`src/rtl/fechadura_pkg.sv`:
```
// Shared types and helpers for the door-lock system: lock FSM states,
// bundled PIN-result pulses and setup values, and the time clamp.
package fechadura_pkg;

   localparam logic [6:0] TEMPO_MIN = 7'd5;
   localparam logic [6:0] TEMPO_MAX = 7'd60;

   typedef enum logic [2:0] {
      TRAVADA,
      BLOQUEIO,
      DESTRAVADA,
      PORTA_ABERTA,
      SETUP,
      TROCA_MASTER
   } estado_tranca_t;

   typedef struct packed {
      logic pin;
      logic master;
      logic padrao;
      logic master_update;
      logic fail;
   } pinPac_t;

   typedef struct packed {
      logic       bip_status;
      logic [6:0] bip_time;
      logic [6:0] tranca_aut_time;
      logic       done;
   } setupPac_t;

   function automatic logic [6:0] clamp_tempo(input logic [6:0] t);
      return (t < TEMPO_MIN) ? TEMPO_MIN : ((t > TEMPO_MAX) ? TEMPO_MAX : t);
   endfunction

endpackage

```
`src/rtl/gerador_tick.sv`:
```
// One-second prescaler: counts 0..TICKS_PER_SEC-1, pulses tick on the last
// count, and can be restarted synchronously so a fresh second starts at once.
module gerador_tick #(
   parameter int TICKS_PER_SEC = 100_000_000
) (
   input  logic clk,
   input  logic rst,
   input  logic restart,
   output logic tick
);

   localparam int CW = (TICKS_PER_SEC > 1) ? $clog2(TICKS_PER_SEC) : 1;
   localparam logic [CW-1:0] LAST = CW'(TICKS_PER_SEC - 1);

   logic [CW-1:0] cnt_q, cnt_d;

   assign tick = (cnt_q == LAST);

   always_comb begin
      cnt_d = cnt_q + CW'(1);
      if (restart || tick) cnt_d = '0;
   end

   always_ff @(posedge clk or negedge rst) begin
      if (!rst) cnt_q <= '0;
      else      cnt_q <= cnt_d;
   end

endmodule

```
`src/rtl/controle_tranca.sv`:
```
// Door-lock sequencer: owns the bolt, failed-attempt lockout, door-open
// beeper, auto-relock timer and entry into setup / master-PIN change.
module controle_tranca
   import fechadura_pkg::*;
#(
   parameter int TICKS_PER_SEC = 100_000_000,
   parameter int MAX_FAILS     = 3,
   parameter int LOCKOUT_S     = 30
) (
   input  logic           clk,
   input  logic           rst,
   input  logic           senha_pin,
   input  logic           senha_master,
   input  logic           senha_padrao,
   input  logic           senha_master_update,
   input  logic           senha_fail,
   input  logic           setup_done,
   input  logic           sensor_porta,
   input  logic           botao_interno,
   input  logic           bip_status,
   input  logic [6:0]     bip_time,
   input  logic [6:0]     tranca_aut_time,
   output logic           tranca,
   output logic           bip,
   output logic           bloqueado,
   output logic           setup_on,
   output logic           troca_master,
   output logic           clear_pin,
   output estado_tranca_t estado_dbg
);

   localparam int FW = (MAX_FAILS > 1) ? $clog2(MAX_FAILS) : 1;
   localparam logic [FW-1:0] FAIL_LAST = FW'(MAX_FAILS - 1);
   localparam logic [6:0]    LOCK_LIM  = 7'(LOCKOUT_S);

   pinPac_t   pulsos;
   setupPac_t cfg;
   assign pulsos = {senha_pin, senha_master, senha_padrao, senha_master_update, senha_fail};
   assign cfg    = {bip_status, bip_time, tranca_aut_time, setup_done};

   estado_tranca_t state_q, state_d;
   logic [FW-1:0]  fails_q, fails_d;
   logic [6:0]     secs_q, secs_d, secs_adv;
   logic [6:0]     lim_q, lim_d;
   logic           tranca_q, tranca_d, bip_q, bip_d, bloqueado_q, bloqueado_d;
   logic           setup_on_q, setup_on_d, troca_master_q, troca_master_d;
   logic           clear_pin_q, clear_pin_d;
   logic           tick, change;

   gerador_tick #(.TICKS_PER_SEC(TICKS_PER_SEC)) u_tick (
      .clk     (clk),
      .rst     (rst),
      .restart (change),
      .tick    (tick)
   );

   always_comb begin
      state_d  = state_q;
      fails_d  = fails_q;
      lim_d    = lim_q;
      // Seconds counter saturates rather than wrapping.
      secs_adv = (tick && secs_q != 7'd127) ? secs_q + 7'd1 : secs_q;

      case (state_q)
         TRAVADA: begin
            if (pulsos.padrao)                   state_d = TROCA_MASTER;
            else if (pulsos.master)              state_d = SETUP;
            else if (pulsos.pin || botao_interno) begin
               state_d = DESTRAVADA;
               fails_d = '0;
            end else if (pulsos.fail) begin
               if (fails_q >= FAIL_LAST) state_d = BLOQUEIO;
               else                      fails_d = fails_q + FW'(1);
            end
         end
         BLOQUEIO: begin
            // Leave one attempt short of the limit so a single fail re-locks.
            if (secs_adv >= LOCK_LIM) begin
               state_d = TRAVADA;
               fails_d = FAIL_LAST;
            end
         end
         DESTRAVADA: begin
            if (sensor_porta)                               state_d = PORTA_ABERTA;
            else if (botao_interno || secs_adv >= lim_q)    state_d = TRAVADA;
         end
         PORTA_ABERTA: if (!sensor_porta)        state_d = DESTRAVADA;
         SETUP:        if (cfg.done)             state_d = TRAVADA;
         TROCA_MASTER: if (pulsos.master_update) state_d = TRAVADA;
         default:                                state_d = TRAVADA;
      endcase

      change = (state_d != state_q);
      secs_d = change ? 7'd0 : secs_adv;
      if (change)
         lim_d = (state_d == PORTA_ABERTA) ? clamp_tempo(cfg.bip_time)
                                           : clamp_tempo(cfg.tranca_aut_time);

      tranca_d       = !(state_d == DESTRAVADA || state_d == PORTA_ABERTA);
      bip_d          = (state_d == PORTA_ABERTA) && cfg.bip_status && (secs_d >= lim_d);
      bloqueado_d    = (state_d == BLOQUEIO);
      setup_on_d     = (state_d == SETUP);
      troca_master_d = (state_d == TROCA_MASTER);
      clear_pin_d    = change || pulsos.fail;
   end

   always_ff @(posedge clk or negedge rst) begin
      if (!rst) begin
         state_q        <= TRAVADA;
         fails_q        <= '0;
         secs_q         <= '0;
         lim_q          <= '0;
         tranca_q       <= 1'b1;
         bip_q          <= 1'b0;
         bloqueado_q    <= 1'b0;
         setup_on_q     <= 1'b0;
         troca_master_q <= 1'b0;
         clear_pin_q    <= 1'b0;
      end else begin
         state_q        <= state_d;
         fails_q        <= fails_d;
         secs_q         <= secs_d;
         lim_q          <= lim_d;
         tranca_q       <= tranca_d;
         bip_q          <= bip_d;
         bloqueado_q    <= bloqueado_d;
         setup_on_q     <= setup_on_d;
         troca_master_q <= troca_master_d;
         clear_pin_q    <= clear_pin_d;
      end
   end

   assign tranca       = tranca_q;
   assign bip          = bip_q;
   assign bloqueado    = bloqueado_q;
   assign setup_on     = setup_on_q;
   assign troca_master = troca_master_q;
   assign clear_pin    = clear_pin_q;
   assign estado_dbg   = state_q;

endmodule

```
`config.mk`:
```
export PLATFORM = sky130hd
export DESIGN_NAME = controle_tranca
export DESIGN_NICKNAME = d
export VERILOG_FILES = /design/src/rtl/fechadura_pkg.sv /design/src/rtl/gerador_tick.sv /design/src/rtl/controle_tranca.sv
export SDC_FILE = /design/constraint.sdc
export NUM_CORES = 1
export LEC_CHECK = 0
export BUFFER_PORTS_ARGS = -buffer_cell sky130_fd_sc_hd__buf_2
export CORE_ASPECT_RATIO = 1.5
export CORE_MARGIN = 1
export CORE_UTILIZATION = 53
export DETAILED_ROUTE_END_ITERATION = 10
export GPL_ROUTABILITY_DRIVEN = 0
export PLACE_DENSITY_LB_ADDON = 0.3
export SLEW_MARGIN = 30
export SYNTH_ARGS = -nofsm -noshare
export SYNTH_HDL_FRONTEND = slang
export SYNTH_SLANG_ARGS = --single-unit
```
`constraint.sdc`:
```
create_clock -name clk -period 5.1 [get_ports clk]
set_input_delay 0.255 -clock clk [delete_from_list [all_inputs] [get_ports clk]]
set_output_delay 0.255 -clock clk [all_outputs]
set_load 0.005 [all_outputs]
```
**Word-level counts from Yosys, hierarchy flattened**

Cells that the tools add are included.

- Flip-flop bits (word level): 52
- Bits of input ports: 25
- Output and inout port bits: 9
- Word-level logic and storage cells: 80

- $add $sub $neg: 3
- Magnitude comparators: 8
- Equal/unequal tests: 18
- Multiplexer cells: 28
- Reductions and logical operators: 12

Operators by type and width:

| cell | count |
|---|---|
| $mux 7 | 8 |
| $mux 3 | 11 |
| $add 27x1->27 const B | 1 |
| $eq 27x27->1 const B | 1 |
| $mux 27 | 1 |
| $pmux 3 s6 | 1 |
| $ge 7x7->1 | 2 |
| $gt 7x6->1 const B | 2 |
| $lt 7x3->1 const B | 2 |
| $eq 3x2->1 const B | 4 |
| $eq 3x3->1 const B | 4 |
| $mux 2 | 6 |
| $add 7x1->7 const B | 1 |
| $ge 7x5->1 const B | 1 |
| $ne 7x7->1 const B | 1 |
| $eq 3x1->1 const B | 2 |
| $ne 2x2->1 const B | 3 |
| $ne 3x3->1 const B | 2 |
| $reduce_and 6->1 | 1 |
| $logic_or 1x1->1 | 5 |
| $pmux 2 s2 | 1 |
| $logic_and 1x1->1 | 3 |
| $logic_not 3->1 | 1 |
| $ne 3x3->1 | 1 |
| 4 further kinds | 4 |

**Longest topological paths before layout**

Gate-level depths: netlist (run 1).

- Depth in word-level cells: 13
- Depth in mapped cells: 23
- Mapped depth without buffers: 22

**By module**

Synthesis (run 1) repeated with hierarchy kept, for this count alone.

- Cell total of the unflattened synthesis: 374
- Area, all modules: 3460.8 um2

Modules (own cells, without submodules):

| module | times used | cells an instance | area each (um2) | seq. area each (um2) |
|---|---|---|---|---|
| controle_tranca | 1 | 223 | 2043.2 | 626.9 |
| gerador_tick | 1 | 151 | 1417.6 | 675.6 |

**Worst setup path before layout (run 1)**

Ideal clock, no wire load.

- Kind: reg-to-reg
- Start: register u_tick.cnt_q[0]
- End: register bip_q, in the netlist bip
- Setup time: 120 ps
- Arrival time: 4731 ps
- Required time: 4980 ps
- Slack: 248 ps
- Stages on the path, launching flop included: 23
- Buffers on the path: 1
- Period minus slack after synthesis: 4852 ps
- Cells stage by stage: dfrtp_1 ha_1 and4_1 nand3_2 nor4_1 nand2_1 xor2_1 ha_1 nand2b_1 a2111oi_0 nor3_1 o21bai_1 nor2_8 buf_8 mux2i_1 ha_1 nor2b_1 o21a_1 o21a_1 o21a_1 o21ai_0 a21boi_0 o211a_1

- Word-level cells in the longest chain between the ends: 13
- Elaborated cells between the ends (all ways): 18
- Those cells by class: order compare (3); eq/ne (3); mux (8); reduce/logical (4)

Ends and longest elaborated chain:

| what | RTL line | source |
|---|---|---|
| from (decl) | gerador_tick.sv:15 | `logic [CW-1:0] cnt_q, cnt_d;` |
| from (signal assigned) | gerador_tick.sv:26 | `else cnt_q <= cnt_d;` |
| $eq 27x27->1 * | gerador_tick.sv:17 | `assign tick = (cnt_q == LAST);` |
| $logic_and 1x1->1 * | controle_tranca.sv:62 | `secs_adv = (tick && secs_q != 7'd127) ? secs_q + 7'd1 : secs_q;` |
| $mux 7 * | controle_tranca.sv:62 |  |
| $ge 7x7->1 | controle_tranca.sv:85 | `else if (botao_interno \|\| secs_adv >= lim_q) state_d = TRAVADA;` |
| $logic_or 1x1->1 | controle_tranca.sv:85 |  |
| $mux 3 | controle_tranca.sv:85 |  |
| $mux 3 | controle_tranca.sv:84 | `if (sensor_porta) state_d = PORTA_ABERTA;` |
| $pmux 3 s6 | controle_tranca.sv:64 | `case (state_q)` |
| $eq 3x2->1 | controle_tranca.sv:96, controle_tranca.sv:100 |  |
| $mux 7 | controle_tranca.sv:96 | `lim_d = (state_d == PORTA_ABERTA) ? clamp_tempo(cfg.bip_time)` |
| $mux 7 | controle_tranca.sv:95 | `if (change)` |
| $ge 7x7->1 | controle_tranca.sv:100 | `bip_d = (state_d == PORTA_ABERTA) && cfg.bip_status && (secs_d >= lim_d);` |
| $logic_and 1x1->1 * | controle_tranca.sv:100 |  |
| named net bip_d | controle_tranca.sv:45 | `logic tranca_q, tranca_d, bip_q, bip_d, bloqueado_q, bloqueado_d;` |
| to (signal assigned) | controle_tranca.sv:125 | `bip_q <= bip_d;` |
| to (decl) | controle_tranca.sv:45 |  |

The timed path passes the listed nets; every way through them passes the cells marked *.
A chain may end at the register's enable or synchronous reset.

**Worst setup path in the final report (run 1)**

Ends and elaborated chain as after synthesis.

==> results by group, run 1 <==
Run status
  – Status: finished clean

Clock network
  – Clock-pin slew on the worst setup and hold paths: 0.10 ns
  – CTS max path bufs: 2
  – Hold buffer count at CTS: 0
  – Cell chosen for the clock root: clkbuf_8
  – Clk_lat worst skew: 0.31 ns
  – CTS tree: yes
  – Clock sinks: 52
  – H-tree lvl count: 2
  – CTS buffer count: 5

STA
  – Final setup fails: 0
  – Worst hold slack: 0.0406 ns
  – RSZ-0062 raised after global routing: false
  – Skew final: 0.00765 ns
  – Max-slew headroom: 0.563
  – Slew Limit Fails: 0
  – Max frequency: 214 MHz
  – Setup TNS: 0 ns
  – Worst Max-Slew Pin Slew: 0.655 ns
  – Final Cycle Share: 0.914
  – Hold Violations, Final: 0
  – Crit path time final: 4.66 ns

Die
  – # IOs: 34
  – Die Width: 65.9 um
  – Die area: 0.00645 mm^2
  – Core area: 0.00587 mm^2
  – Row count: 34
  – Initial Util: 0.553
  – Die Y: 97.9 um

Layout
  – Antenna Cells: 0
  – Finished Core Util: 0.613
  – Non-Filler Instances: 455
  – Most common cell after layout, fill and taps aside: nor2_1
  – Commonest non-fill, non-tap cells in the layout: nor2_1, dfrtp_1, buf_2
  – Share of post-route cells with drive strength above 1: 0.175
  – Post-route cell area: 0.00360 mm^2
  – Final net count: 424
  – Area growth syn-to-layout: 10.8%

Synth
  – Async S/R FF share, synth: 1.00
  – Synth warn: 0
  – Yosys cell types: 59
  – Ys flop type: dfrtp_1
  – Syn_area_per_cell: 9.36 um^2
  – Synthesized instance count: 347
  – Post-Syn Area: 0.00325 mm^2
  – Post-synth EDFFs: 0
  – Syn Nets: 389
  – Post-synthesis sequential area ratio: 0.401
  – Register bit total from synthesis: 52

Placement
  – Placed cell area: 0.00346 mm^2
  – Dpl cells: 446
  – DP HPWL: 5140 um
  – # port buffers: 33

Setup path
  – Cell chain of the critical path: ha_1 > and4_2 > nand3_4 > nor4_4 > nand2_1 > mux2_2 > ha_1 > a2111oi_2 > nor3_1 > o21bai_1 > buf_4 > nor2_8 > mux2i_1 > ha_1 > nor2b_1 > o21a_1 > o21a_1 > o21a_1 > o21ai_0 > a21boi_0 > o211a_1
  – CP Launch Type: flop
  – Crit path buf inv count: 1
  – Critical Path Fanout Max: 16
  – CP Depth: 21
  – WS Path Type: reg2reg
  – Max stage delay on crit path: 0.39 ns
  – Arrival @ worst endpoint: 4.87 ns
  – CP top delay family: simple AND/OR/NAND/NOR gates
  – Setup crit end kind: flop
  – Critical Path RT: 5.31 ns
  – Reg2reg path depth: 21
  – CP max-delay cell: dfrtp_1

Pwr
  – Leakage: 1.67 nW
  – Seq pwr share: 0.411
  – VDD IR-drop max: 0.000198 V
  – Clock Power Share: 0.192
  – Switch Pwr: 0.489 mW
  – Pwr Density: 356 mW/mm^2
  – Switching Share: 0.381
  – Int Pwr: 0.793 mW
  – Comb power frac: 0.397

Detailed routing
  – Final wirelength: 6900 um
  – Highest Signal Layer: met4
  – Via count: 2635
  – DR pass1 iterations: 4
  – Drt initial violations: 123
  – Vias/cell: 5.79
  – Post-DRT Antenna Nets: 0
  – Met3 routed WL: 188 um
  – Met2 Routed Length: 3740 um
  – Wl on met1: 2810 um
  – DR WL/cell: 15.2 um
  – Remaining DRCs: 0

Global routing
  – Total congestion overflow: 0
  – Global-route wire length before repair: 11700 um
  – Largest net degree at the start of global routing: 53
  – Total Routing Usage GR: 0.234
  – Vias in the first global route: 2640
  – Initial antenna violation count: 0

Min path
  – Worst hold path class: in2async

Flow run
  – Max-cap violations: 0
==> state kept, by name, indices dropped and copies added (netlist names), 2 cells and up <==
| signal | count |
|---|---|
| estado_dbg | 3 |
| fails_q | 2 |
| lim_q | 7 |
| secs_q | 7 |
| u_tick.cnt_q | 27 |
==> layout make-up <==
type / count / area (um^2)
well taps: 72 / 90.1
flip-flops and latches: 52 / 1300
inverters: 17 / 63.8
multi-input cells: 270 / 1860
clock inverters: 1 / 7.51
fillers: 503 / 2270
clock buffers: 7 / 86.3
repair buffers: 36 / 188
==> repair_timing <==
action,4_1_cts,5_1_grt
gates resized for setup,0,7
buffers inserted,0,1
setup endpoints to repair,0,1
==> worst register-to-register path, cell delays in order, from the launching register on <==
cell,delay (ns)
dfrtp_1,0.39
ha_1,0.23
and4_2,0.30
nand3_4,0.13
nor4_4,0.32
nand2_1,0.15
mux2_2,0.31
ha_1,0.29
a2111oi_2,0.06
nor3_1,0.28
o21bai_1,0.13
buf_4,0.19
nor2_8,0.24
mux2i_1,0.24
ha_1,0.26
nor2b_1,0.13
o21a_1,0.16
o21a_1,0.16
o21a_1,0.16
o21ai_0,0.12
a21boi_0,0.11
o211a_1,0.21
==> synthesized netlist by cell type, drive strengths merged (3+ instances only) <==
library cell,count,area [um^2]
nand3,19,100
nor2b,5,31.3
mux2i,6,60.1
or2,3,18.8
buf,4,42.5
nor2,55,223
and4,4,35.0
nor4b,4,41.3
a211oi,3,22.5
and2,3,18.8
nand2,25,93.8
dfrtp,51,1280
o21a,8,60.1
clkbuf,4,15.0
nor4,3,18.8
nor3,14,70.1
or4,4,33.8
nand4,7,50.1
o21ai,10,50.1
and3,5,31.3
nand2b,3,18.8
xnor2,5,43.8
o31ai,5,42.5
xor2,23,201
ha,17,213
inv,17,63.8
a21oi,7,46.3
mux2,6,67.6
==> logic make-up after synthesis <==
| group | after synthesis | share of synthesized area |
|---|---|---|
| fa+ha+maj | 17 | 0.0655 |
| xor+xnor | 28 | 0.0755 |
| simple gates | 163 | 0.266 |
| compound gates | 50 | 0.116 |
| mux | 12 | 0.0393 |
| buf+inv | 25 | 0.0373 |
| flops | 52 | 0.401 |
==> power by group through the flow <==
stage	logic, mW	registers (mW)	clock network, mW
2_1_floorplan	0.448	0.511	0
3_3_place_gp	0.502	0.534	0
3_5_place_dp	0.509	0.536	0
4_1_cts	0.511	0.527	0.253
5_1_grt	0.575	0.538	0.268
6_report	0.509	0.527	0.246
==> stage by stage <==
step	setup slack (ns)	total power, mW
after floorplan	0.248	0.959
after global placement	0.451	1.04
after detailed placement	0.273	1.04
after CTS	0.255	1.29
after global routing	0.0108	1.38
final	0.436	1.28
==> final timing paths <==
| check | startpoint | slack, ns | to |
|---|---|---|---|
| min reg2reg | u_tick.cnt_q[0]$_DFF_PN0_ | 0.48 | u_tick.cnt_q[0]$_DFF_PN0_ |
| max | u_tick.cnt_q[0]$_DFF_PN0_ | 0.44 | bip$_DFF_PN0_ |
| max reg2reg | u_tick.cnt_q[0]$_DFF_PN0_ | 0.44 | bip$_DFF_PN0_ |
| max in group asynchronous | rst | 4.61 | fails_q[1]$_DFFE_PN0P_ |
| min in group clk | bip_status | 0.17 | bip$_DFF_PN0_ |
| min | rst | 0.04 | secs_q[4]$_DFF_PN0_ |
==> layer usage <==
| layer | global-route usage | vias up |
|---|---|---|
| li1 | - | 1302 |
| met1 | 0.263 | 1262 |
| met2 | 0.429 | 51 |
| met3 | 0.0304 | 20 |
| met4 | 0.0966 | 0 |
| met5 | 0 | - |
(Power assumes the default switching activity.)
==> run 2: changes to the inputs <==
--- a/config.mk
+++ b/config.mk
@@ -8,11 +8,12 @@
 export BUFFER_PORTS_ARGS = -buffer_cell sky130_fd_sc_hd__buf_2
 export CORE_ASPECT_RATIO = 1.5
 export CORE_MARGIN = 1
-export CORE_UTILIZATION = 53
+export CORE_UTILIZATION = 54
 export DETAILED_ROUTE_END_ITERATION = 10
 export GPL_ROUTABILITY_DRIVEN = 0
 export PLACE_DENSITY_LB_ADDON = 0.3
 export SLEW_MARGIN = 30
 export SYNTH_ARGS = -nofsm -noshare
 export SYNTH_HDL_FRONTEND = slang
+export SYNTH_HIERARCHICAL = 1
 export SYNTH_SLANG_ARGS = --single-unit
==> run 2 against run 1 <==
Against the previous run:
- clock power about the same
- first-iteration DRC count increased by 8.1%
- area after synthesis increased by 6.5%
- via count increased by 8.8%
- clock skew increased by 0.0051 ns
- global-route usage increased by 0.079 points
- cell area increased by 4.5%
- register-to-register slack got worse by 0.03 ns
- die area increased by 4.4%
- final cell count increased by 5.3%
- critical endpoint unchanged
- largest cell class unchanged
- largest power group is now combinational cells
==> results by group, run 2 <==
Synth
  – Top-count cell post-synth: dfrtp_1
  – Ys flop type: dfrtp_1
  – Syn_area_per_cell: 9.25 um^2
  – Synth warn: 6
  – Synthesized instance count: 374
  – Cell taking the most area after synthesis: dfrtp_1
  – Register bit total from synthesis: 52
  – Synth area leaders: dfrtp_1, ha_1, a21oi_1
  – Post-synth top cells: dfrtp_1, nor2_1, nand2_1, a21oi_1, o21ai_0
  – Yosys cell types: 63
  – Post-Syn Area: 0.00346 mm^2
  – Syn Nets: 416
  – Post-synth EDFFs: 0
  – Async S/R FF share, synth: 1.00
  – Yosys top cell area share: 0.369
  – Post-synthesis sequential area ratio: 0.376

Global routing
  – Vias in the first global route: 2875
  – Global-route wire length before repair: 12200 um
  – Total Routing Usage GR: 0.235
  – Largest net degree at the start of global routing: 53
  – Total congestion overflow: 0
  – Initial antenna violation count: 0

Clock network
  – Clock-pin slew on the worst setup and hold paths: 0.10 ns
  – Clock sinks: 52
  – CTS max path bufs: 2
  – Setup Buffers After CTS: 0
  – Clk_lat worst skew: 0.31 ns
  – Cell chosen for the clock root: clkbuf_8
  – CTS tree: yes
  – CTS buffer count: 5
  – H-tree lvl count: 2

Setup path
  – Max stage delay on crit path: 0.38 ns
  – CP Launch Type: flop
  – WS Path Type: reg2reg
  – Cell chain of the critical path: ha_1 > and2_1 > nand3_1 > nor3_1 > buf_4 > nand4_1 > a211oi_2 > xor2_1 > ha_1 > nand2_1 > o21ai_0 > a21oi_1 > o41ai_2 > a21oi_4 > buf_4 > nand2b_1 > ha_1 > nand2b_1 > a21o_1 > a21o_1 > a211oi_1 > o21ai_0 > o2111a_1
  – CP max-delay cell: dfrtp_1
  – CP most frequent cell: ha_1
  – Arrival @ worst endpoint: 4.90 ns
  – Critical Path Fanout Max: 21
  – Setup crit end kind: flop
  – Critical Path RT: 5.31 ns

STA
  – Crit path time final: 4.70 ns
  – Worst Max-Slew Pin Slew: 0.768 ns
  – Max frequency: 213 MHz
  – Max-slew headroom: 0.485
  – Hold Violations, Final: 0
  – RSZ-0062 raised after global routing: false
  – Slew Limit Fails: 0
  – Setup TNS: 0 ns
  – Final setup fails: 0
  – Skew final: 0.0127 ns
  – Final Cycle Share: 0.921

Layout
  – Max reg flops: 27
  – Biggest register: u_tick/cnt_q
  – Final net count: 446
  – Most common cell after layout, fill and taps aside: dfrtp_1
  – Antenna Cells: 0
  – Finished Core Util: 0.609
  – Share of post-route cells with drive strength above 1: 0.170
  – Commonest non-fill, non-tap cells in the layout: dfrtp_1, nor2_1, buf_2
  – Area growth syn-to-layout: 8.71%
  – Biggest regs: u_tick/cnt_q (27), lim_q (7), secs_q (7)

Die
  – Die area: 0.00674 mm^2
  – # IOs: 34
  – Die Y: 100 um
  – Die Width: 67.4 um
  – Core area: 0.00617 mm^2
  – Initial Util: 0.560
  – Row count: 35

Flow run
  – Max-cap violations: 0

Detailed routing
  – Remaining DRCs: 0
  – DR WL/cell: 14.9 um
  – Vias/cell: 5.99
  – Post-DRT Antenna Nets: 0
  – Drt initial violations: 133
  – Final wirelength: 7140 um
  – DR pass1 iterations: 4
  – Via count: 2867

Run status
  – Status: finished clean

Pwr
  – Pwr Density: 371 mW/mm^2
  – VDD IR-drop max: 0.000262 V
  – Leakage: 1.62 nW
  – Final Power: 1.40 mW

Placement
  – DP HPWL: 5540 um
  – # port buffers: 33

Min path
  – Worst hold path class: in2async
run 2: changes by cell type after synthesis, moves of 5 or more:
cell	change
o21a_1	-8
or3_1	+8
buf_2	+6
o21ai_0	+10
xor2_1	-15
nand4_1	+5
and2_1	+5
nor2_1	-21
a21oi_1	+19
run 2: routing by layer:
metal  global-route usage  share of wire  routed length (um)  up-vias
li1                     -              -                   -     1412
met1                0.249           0.40                2840     1378
met2                0.425           0.55                3900       53
met3               0.0307          0.018                 127       24
met4                0.139          0.038                 271        0
met5                    0              0                   0        -
run 2: critical path, delay by kind of cell, from the launching register on:
| family | cells | cell delay [ns] |
|---|---|---|
| AO/OA/AOI/OAI | 10 | 1.65 |
| AND/OR/NAND/NOR | 7 | 1.12 |
| adder cells (fa/ha/maj) | 3 | 0.75 |
| buffers and inverters | 2 | 0.47 |
| flip-flops | 1 | 0.38 |
| XOR/XNOR | 1 | 0.22 |
run 2: final timing paths:
check | cells after the start | endpoint | start | slack [ns]
worst max-delay path | 23 | bip$_DFF_PN0_ | u_tick/cnt_q[0]$_DFF_PN0_ | 0.40
worst min-delay path | 2 | u_tick/cnt_q[3]$_DFF_PN0_ | rst | 0.05
worst max register to register | 23 | bip$_DFF_PN0_ | u_tick/cnt_q[0]$_DFF_PN0_ | 0.40
worst min register to register | 1 | u_tick/cnt_q[0]$_DFF_PN0_ | u_tick/cnt_q[0]$_DFF_PN0_ | 0.46
max in group asynchronous | 2 | u_tick/cnt_q[2]$_DFF_PN0_ | rst | 4.59
min in group clk | 2 | bip$_DFF_PN0_ | bip_status | 0.17
run 2: per-stage QoR:
step	hold slack [ns]	instance area, um^2	instances	worst slack, ns
finish	0.0485	3760	479	0.405
global route	0.104	3760	479	0.0136
CTS	0.0700	3750	479	0.261
detailed placement	0.412	3660	471	0.312
global placement	0.408	3660	471	0.429
floorplan	-0.0406	3460	374	0.443
run 2: layout make-up:
type                    count  area [um^2]
well taps                  74         92.6
inverters                  19         71.3
flip-flops and latches     52         1300
clock buffers               6         82.6
multi-input cells         288         2000
clock inverters             2         15.0
repair buffers             38          203
fillers                   530         2410
run 2: repair_timing:
item / in CTS / in global routing
endpoints found under the setup margin: 0 / 1
hold buffers: 0 / 0
gates resized for setup: 0 / 1
run 2: cell families (layout without fill, tap and decap cells):
logic type,Yosys count,in the layout,synth area share
AND/OR/NAND/NOR,157,157,0.247
AO/OA/AOI/OAI,80,80,0.161
flip-flops,52,52,0.376
buffers and inverters,34,65,0.0492
XOR/XNOR,18,18,0.0477
adder cells (fa/ha/maj),17,17,0.0615
multiplexers,16,16,0.0571
run 2: power by group:
group / internal [mW] / switching (mW)
clock: 0.110 / 0.137
combinational: 0.265 / 0.344
sequential: 0.475 / 0.0646
total: 0.851 / 0.545
